===== src/rtl/me_pkg.sv =====
`default_nettype none
// ============================================================================
//  Module      : me_pkg
//  Description : Shared constants and types for the motion-estimator
//                residual generator (block geometry, MV and residual types,
//                residual FSM states).
//  Revision    : 1.0 - initial release
// ============================================================================
package me_pkg;

    localparam int BLK         = 16;
    localparam int SW          = 32;
    localparam int MV_OFF      = 8;
    localparam int PIX_PER_BLK = 256;

    typedef logic signed [3:0] mv_t;
    typedef logic signed [8:0] residual_t;

    typedef enum logic [2:0] {
        S_IDLE = 3'd0,
        S_READ = 3'd1,
        S_CAPT = 3'd2,
        S_HOLD = 3'd3,
        S_FIN  = 3'd4
    } res_state_e;

endpackage
`default_nettype wire


===== src/rtl/me_addr_gen.sv =====
`default_nettype none
// ============================================================================
//  Module      : me_addr_gen
//  Description : Combinational mapping of block row/col plus motion vector
//                onto reference-block and search-window memory addresses.
//  Revision    : 1.0 - initial release
// ============================================================================
module me_addr_gen
    import me_pkg::*;
#(
    parameter int BLK    = 16,
    parameter int SW     = 32,
    parameter int MV_OFF = 8
) (
    input  logic [3:0] row,
    input  logic [3:0] col,
    input  mv_t        mv_x,
    input  mv_t        mv_y,
    output logic [7:0] address_ref,
    output logic [9:0] address_search
);

    logic [9:0] row_s;
    logic [9:0] col_s;

    // Search coordinates: block position shifted by the zero-vector offset
    // and the sign-extended MV; the MV range keeps the result inside 0..990.
    assign row_s = {6'd0, row} + 10'(MV_OFF) + {{6{mv_y[3]}}, mv_y};
    assign col_s = {6'd0, col} + 10'(MV_OFF) + {{6{mv_x[3]}}, mv_x};

    assign address_ref    = 8'(row) * 8'(BLK) + 8'(col);
    assign address_search = row_s * 10'(SW) + col_s;

endmodule
`default_nettype wire


===== src/rtl/me_residual_gen.sv =====
`default_nettype none
// ============================================================================
//  Module      : me_residual_gen
//  Description : Re-reads the reference block and the best-matching search
//                block after the estimator completes, streams 256 signed
//                residuals over valid/ready and cross-checks the SAD.
//  Revision    : 1.0 - initial release
// ============================================================================
module me_residual_gen
    import me_pkg::*;
#(
    parameter int BLK    = 16,
    parameter int SW     = 32,
    parameter int MV_OFF = 8
) (
    input  logic       clk,
    input  logic       rst_n,
    input  logic       completed,
    input  logic [3:0] motion_vector_x,
    input  logic [3:0] motion_vector_y,
    input  logic [7:0] best_distance,
    output logic [7:0] address_ref,
    input  logic [7:0] ref_data,
    output logic [9:0] address_search,
    input  logic [7:0] search_data,
    output logic [8:0] residual_data,
    output logic       residual_valid,
    input  logic       residual_ready,
    output logic       residual_last,
    output logic       busy,
    output logic       done,
    output logic       sad_err
);

    res_state_e state;
    logic       prev_completed;
    mv_t        mv_x;
    mv_t        mv_y;
    logic [7:0] bd;
    logic [7:0] cnt;
    logic [15:0] acc;

    logic       trigger;
    logic [7:0] gen_cnt;
    mv_t        gen_mv_x;
    mv_t        gen_mv_y;
    logic [7:0] gen_ref;
    logic [9:0] gen_search;
    residual_t  diff;
    logic [7:0] abs_diff;
    logic       last_pix;
    logic       sad_mismatch;

    assign trigger  = completed & ~prev_completed;
    assign last_pix = (cnt == 8'(PIX_PER_BLK - 1));

    // Addresses are loaded on entry to READ: pixel 0 with the incoming MV at
    // the trigger, otherwise the next pixel with the captured MV.
    assign gen_cnt  = (state == S_IDLE) ? 8'd0 : cnt + 8'd1;
    assign gen_mv_x = (state == S_IDLE) ? mv_t'(motion_vector_x) : mv_x;
    assign gen_mv_y = (state == S_IDLE) ? mv_t'(motion_vector_y) : mv_y;

    me_addr_gen #(
        .BLK    (BLK),
        .SW     (SW),
        .MV_OFF (MV_OFF)
    ) u_addr_gen (
        .row            (gen_cnt[7:4]),
        .col            (gen_cnt[3:0]),
        .mv_x           (gen_mv_x),
        .mv_y           (gen_mv_y),
        .address_ref    (gen_ref),
        .address_search (gen_search)
    );

    assign diff     = residual_t'({1'b0, ref_data}) - residual_t'({1'b0, search_data});
    assign abs_diff = diff[8] ? 8'(-diff) : 8'(diff);

    // A saturated estimator SAD only claims "at least 255".
    assign sad_mismatch = (bd != 8'hFF) ? (acc != {8'h00, bd}) : (acc < 16'd255);

    assign busy = (state != S_IDLE);

    // Residual FSM: address issue, capture, handshake hold and completion.
    always_ff @(posedge clk) begin
        if (!rst_n) begin
            state          <= S_IDLE;
            prev_completed <= 1'b0;
            mv_x           <= '0;
            mv_y           <= '0;
            bd             <= '0;
            cnt            <= '0;
            acc            <= '0;
            address_ref    <= '0;
            address_search <= '0;
            residual_data  <= '0;
            residual_valid <= 1'b0;
            residual_last  <= 1'b0;
            done           <= 1'b0;
            sad_err        <= 1'b0;
        end else begin
            prev_completed <= completed;
            done           <= 1'b0;
            case (state)
                S_IDLE: begin
                    if (trigger) begin
                        mv_x           <= mv_t'(motion_vector_x);
                        mv_y           <= mv_t'(motion_vector_y);
                        bd             <= best_distance;
                        cnt            <= '0;
                        acc            <= '0;
                        sad_err        <= 1'b0;
                        address_ref    <= gen_ref;
                        address_search <= gen_search;
                        state          <= S_READ;
                    end
                end
                S_READ: begin
                    state <= S_CAPT;
                end
                S_CAPT: begin
                    residual_data  <= diff;
                    acc            <= acc + 16'(abs_diff);
                    residual_last  <= last_pix;
                    residual_valid <= 1'b1;
                    state          <= S_HOLD;
                end
                S_HOLD: begin
                    if (residual_ready) begin
                        residual_valid <= 1'b0;
                        residual_last  <= 1'b0;
                        if (last_pix) begin
                            done    <= 1'b1;
                            sad_err <= sad_mismatch;
                            state   <= S_FIN;
                        end else begin
                            cnt            <= cnt + 8'd1;
                            address_ref    <= gen_ref;
                            address_search <= gen_search;
                            state          <= S_READ;
                        end
                    end
                end
                S_FIN: begin
                    state <= S_IDLE;
                end
                default: begin
                    state <= S_IDLE;
                end
            endcase
        end
    end

endmodule
`default_nettype wire


===== config.mk =====
export PLATFORM = sky130hd
export DESIGN_NAME = me_residual_gen
export DESIGN_NICKNAME = d
export VERILOG_FILES = /design/src/rtl/me_pkg.sv /design/src/rtl/me_addr_gen.sv /design/src/rtl/me_residual_gen.sv
export SDC_FILE = /design/constraint.sdc
export NUM_CORES = 1
export LEC_CHECK = 0
export CORE_MARGIN = 4
export CORE_UTILIZATION = 65
export DETAILED_ROUTE_END_ITERATION = 8
export DONT_BUFFER_PORTS = 1
export HOLD_SLACK_MARGIN = 0.08
export PLACE_DENSITY = 0.89
export SLEW_MARGIN = 10
export SYNTH_ARGS = -nofsm -noshare
export SYNTH_HDL_FRONTEND = slang
export SYNTH_SLANG_ARGS = --single-unit

===== constraint.sdc =====
create_clock -name clk -period 10.3 [get_ports clk]
set_clock_uncertainty 0.1 [all_clocks]
set_input_delay 1.545 -clock clk [delete_from_list [all_inputs] [get_ports clk]]
set_output_delay 1.545 -clock clk [all_outputs]
set_load 0.005 [all_outputs]

Word-level counts from Yosys, hierarchy flattened
Cells that the tools add are included.
Widths: inputs -> output; s select.
- register bits: 75
- input bits: 36
- output and inout bits: 32
- logic and storage cells: 80
- $add $sub $neg: 10
- $lt $le $gt $ge: 1
- equal/unequal tests: 10
- multiplexer cells: 31
- bitwise logic cells: 2
- reduce and logical (&&, ||, !) cells: 12
- operators by type and width (operator ; number):
    $mux 8 ; 8
    $pmux 16 s2 ; 1
    $pmux 8 s2 ; 2
    $mux 10 ; 3
    $add 10x10->10 ; 2
    $pmux 10 s2 ; 1
    $add 16x8->16 ; 1
    $lt 16x8->1 const B ; 1
    $mux 16 ; 1
    $ne 16x8->1 ; 1
    $pmux 3 s4 ; 1
    $add 4x4->5 const B ; 2
    $mux 3 ; 3
    $sub 8x8->9 ; 1
    $add 8x1->8 const B ; 1
    $add 8x4->8 ; 1
    $eq 8x8->1 const B ; 1
    $mux 4 ; 2
    $ne 2x2->1 const B ; 4
    $ne 8x8->1 const B ; 1
    $neg 8->8 ; 1
    $reduce_and 2->1 ; 4
    $reduce_and 4->1 ; 2
    $eq 3x2->1 const B ; 2
    10 further kinds ; 19

Longest topological paths before layout
- depth in word-level cells: 8
- depth in mapped cells: 17
- depth with buffers taken out: 17

Cells and area by module
A second synthesis with hierarchy kept.
- cells, all modules: 575
- area total of the unflattened synthesis: 4800.9 um^2
- modules (own cells, without submodules) (module ; times used ; cells an instance ; area each (um^2) ; sequential area each (um^2)):
    me_residual_gen ; 1 ; 519 ; 4262.8 ; 1501.4
    me_addr_gen ; 1 ; 56 ; 538.0 ; 0.0

Least setup slack after synthesis
Ideal clock, no wire load.
- path type: input to register
- start: in ref_data[0]
- end: reg acc[8]
- setup time: 0.115 ns
- arrival time: 4.612 ns
- data required time: 10.085 ns
- slack: 5.473 ns
- stages on the path: 17
- buffers on the path: 0
- cells stage by stage: inv_1 > ha_1 > inv_1 > fa_1 > a211oi_2 > o21ai_0 > a21o_1 > a21o_1 > mux2_2 > inv_1 > fa_1 > nor2b_1 > o21ai_0 > a21oi_1 > o211ai_1 > and3_1 > o21a_1
- longest elaborated chain between the ends: 5
- ends and longest elaborated chain (what ; RTL line ; text):
    from (decl) ; me_residual_gen.sv:23 ; input logic [7:0] ref_data,
    $sub 8x8->9 * ; me_residual_gen.sv:76 ; assign diff = residual_t'({1'b0, ref_data}) - residual_t'({1'b0, search_data});
    $neg 8->8 ; me_residual_gen.sv:77 ; assign abs_diff = diff[8] ? 8'(-diff) : 8'(diff);
    $mux 8 * ; me_residual_gen.sv:77 ;
    $add 16x8->16 * ; me_residual_gen.sv:123 ; acc <= acc + 16'(abs_diff);
    $pmux 16 s2 * ; me_residual_gen.sv:104 ; case (state)
    to (signal assigned) ; me_residual_gen.sv:123 ;
    to (decl) ; me_residual_gen.sv:41 ; logic [15:0] acc;
Mark *: on every way between the ends. The rest lies on a longest branch, timed or not.
A chain may end at the register's enable or synchronous reset.

Final worst setup path
Same ends and word-level chain as after synthesis.

==> run metrics <==
outcome=finished, final reports clean; Die X=92.68 um; Net Sw Power=0.0002349 W; CTS Sinks=75; critical path class=in2reg; vias=3,856; Final Max Tran Viols=0; Synth Warn #=0; CTS max path bufs=2; Initial Util=0.6785; switching share of power=0.3278; crit path DAT=5.04 ns; R2R setup slack=6.37 ns; sequential power share=0.448; row count=30; design area=4841 um2; Post-Syn Area=4661 um2; reg2reg start=state[2]; WP data required=10.46 ns; maximum fanout along the worst path=8; Reg-to-Reg End=address_search[8]; global placer's final weighted congestion=0.8972; sequential area share after synthesis=0.3221; clk root buf=clkbuf_8; footprint of the multi-input gates=2947 um2; Async S/R FF share, synth=0; Slew headroom=0.3467; DP Area=4669 um2; Hold Path Depth=2; Tmin final=4.886 ns; top cell type by total area after synthesis=dfxtp_1; top cell type's share of synthesized area=0.3221; Routed Antenna Nets=0; MaxCap Viol Count=0; FF/Latch Area=1501 um2; Layout Area Growth over Synthesis=3.866%; leakage power=1.974 nW; I/O Pins=68; Power Density=148.0 nW/um2; Clock power frac=0.286; Post-CTS Hold Fix Bufs=0; endpoints failing setup=0; Avg Synthesized Cell Area=8.293 um2; core footprint=6869 um2; initial drt markers=248; Reg2Reg Depth=13; die footprint=8589 um2; CTS tree=built; number of synthesized register bits=75; largest cells by area after synthesis=dfxtp_1 32%, ha_1 9.7%, nand2_1 7.9%; antenna violations before repair=0; DP Wirelength=7.424 mm; nets@finish=628; Remaining DRCs=0; First-pass DRT Iterations=4; most used flip-flop cell after synthesis=dfxtp_1; final worst path period share=0.4743; Worst Hold Class=reg2reg; Worst Hold End=mv_y[1]; Final TNS setup=0 ns; Antenna diodes=0; CTS HTree Levels=3; RSZ-0062 raised after global routing=false; Hold Startpoint=mv_y[1]; first-pass GRT wire length=17.04 mm; number of port buffers=0; final hold violations=0; Post-CTS Resized=0; syn nets=638; crit end category=register; Wirelength per Cell=15.82 um; synth unique cells=50; Tightest Pin Transition=0.9799 ns; Peak Freq=204.7 MHz; Post-Synthesis Cells=562; vias in the first global route=3,789; largest net degree at the start of global routing=78; GRT overflow=0; Int Power=0.0004817 W; Via-to-Cell Ratio=5.905; Worst-Skew Late Latency=0.37 ns; # fillers=549; die height=92.68 um; Logic pwr share=0.266; CTS buffer count=9; Post-CTS Setup Repair Bufs=0; Peak VDD IR=89.73 uV; Setup crit start kind=primary input; layout cells sized above 1=0.05925; Clock transition at path regs=0.08 ns; drt total wl=10.33 mm; EDFF count, synth=0; GRT Overall Usage=0.2455
[cell usage in the layout (no fill, tap or decap), drive strengths merged, types with 2 or more instances in the layout]
cell,Yosys,routed
a21boi,38,38
o211a,3,3
fa,4,4
o21bai,3,3
nor3b,3,3
inv,25,25
and3,6,6
nor2b,14,14
nand2b,2,2
dfxtp,75,75
o211ai,7,7
nor2,36,36
xnor2,31,31
nor4,3,3
nand3,22,22
o21ai,23,23
clkinv,0,3
nand3b,2,2
o21a,7,7
a31oi,3,3
xor2,7,7
nand2,99,99
and2,19,19
nand4,7,7
a21oi,21,21
clkbuf,15,12
ha,36,36
nor3,10,10
mux2i,6,6
a21o,9,9
mux2,7,7
o31ai,2,2
[cell type report]
class / count / area share
Clock inverter: 4 / 0.005428
Sequential cell: 75 / 0.3102
Inverter: 25 / 0.01938
Tap cell: 96 / 0.02481
Multi-Input combinational cell: 440 / 0.6087
Timing Repair Buffer: 1 / 0.001551
Clock buffer: 12 / 0.02998
[metrics by stage]
stage               worst slack (ns)  total power [W]    util  cells  hold WS (ns)
floorplan                      5.473        0.0004852       -    562        0.3410
global placement               5.213        0.0005049  0.6798    637        0.3474
detailed placement             5.080        0.0005153  0.6798    637        0.3559
CTS                            5.449        0.0007177  0.7047    653        0.3663
global route                   5.199        0.0007579  0.7047    653        0.3990
finish                         5.414        0.0007167  0.7047    653        0.3682
[logic make-up (layout without fill, tap and decap cells)]
group           count (synthesis)  after routing  share of synthesized area
xor+xnor                       38             38                    0.07141
buf+inv                        47             42                    0.04564
compound gates                122            122                     0.1823
flops                          75             75                     0.3221
fa+ha+maj                      40             40                     0.1138
simple gates                  227            227                     0.2349
mux                            13             13                    0.02980
[sequential cells by signal, indices dropped and copies added (netlist names)]
register        cells
acc                16
address_search     10
residual_data       9
address_ref         8
bd                  8
cnt                 8
mv_x                4
mv_y                4
state               3
done                1
prev_completed      1
residual_last       1
residual_valid      1
sad_err             1
[critical path, stage by stage]
cell and delay (ns):
inv_1 0.04, ha_1 0.15, inv_1 0.05, fa_1 0.42, a211oi_2 0.26, o21ai_0 0.13
a21o_1 0.17, a21o_1 0.25, mux2_2 0.27, inv_1 0.06, fa_1 0.43, nor2b_1 0.13
o21ai_0 0.11, a21oi_1 0.43, o211ai_1 0.19, and3_1 0.24, o21a_1 0.17
[routing by layer]
metal	global-route usage	wire length, um	up-vias
met3	0.07799	796	14
met4	0.08059	145	0
li1	-	-	1908
met2	0.4091	4950	115
met5	0	0	-
met1	0.3007	4436	1819
[how the worst max path moves through the flow]
| stage | start | endpoint | slack (ns) | depth (start not counted) |
|---|---|---|---|---|
| floorplan | ref_data[0] | acc[8] | 5.47 | 17 |
| global placement | ref_data[0] | acc[8] | 5.21 | 17 |
| detailed placement | ref_data[0] | acc[8] | 5.08 | 17 |
| CTS | ref_data[0] | acc[8] | 5.45 | 17 |
| global route | ref_data[0] | acc[10] | 5.20 | 17 |
| finish | ref_data[0] | acc[8] | 5.41 | 17 |
[cells in the mapped netlist (all sizes together) (2+ instances only)]
library cell / instances
a21boi: 38
a21o: 9
a21oi: 21
a31oi: 3
and2: 19
and3: 6
buf: 7
clkbuf: 15
dfxtp: 75
fa: 4
ha: 36
inv: 25
mux2: 7
mux2i: 6
nand2: 99
nand2b: 2
nand3: 22
nand3b: 2
nand4: 7
nor2: 36
nor2b: 14
nor3: 10
nor3b: 3
nor4: 3
o211a: 3
o211ai: 7
o21a: 7
o21ai: 23
o21bai: 3
o31ai: 2
xnor2: 31
xor2: 7
[power by group through the flow]
stage / clock [W] / sequential, W / combinational (W)
5_1_grt: 0.000220 / 0.000323 / 0.000215
4_1_cts: 0.000208 / 0.000321 / 0.000188
2_1_floorplan: 0 / 0.000323 / 0.000163
3_3_place_gp: 0 / 0.000327 / 0.000178
6_report: 0.000205 / 0.000321 / 0.000190
3_5_place_dp: 0 / 0.000328 / 0.000187
Note: power is estimated with default switching activity, not from simulation.
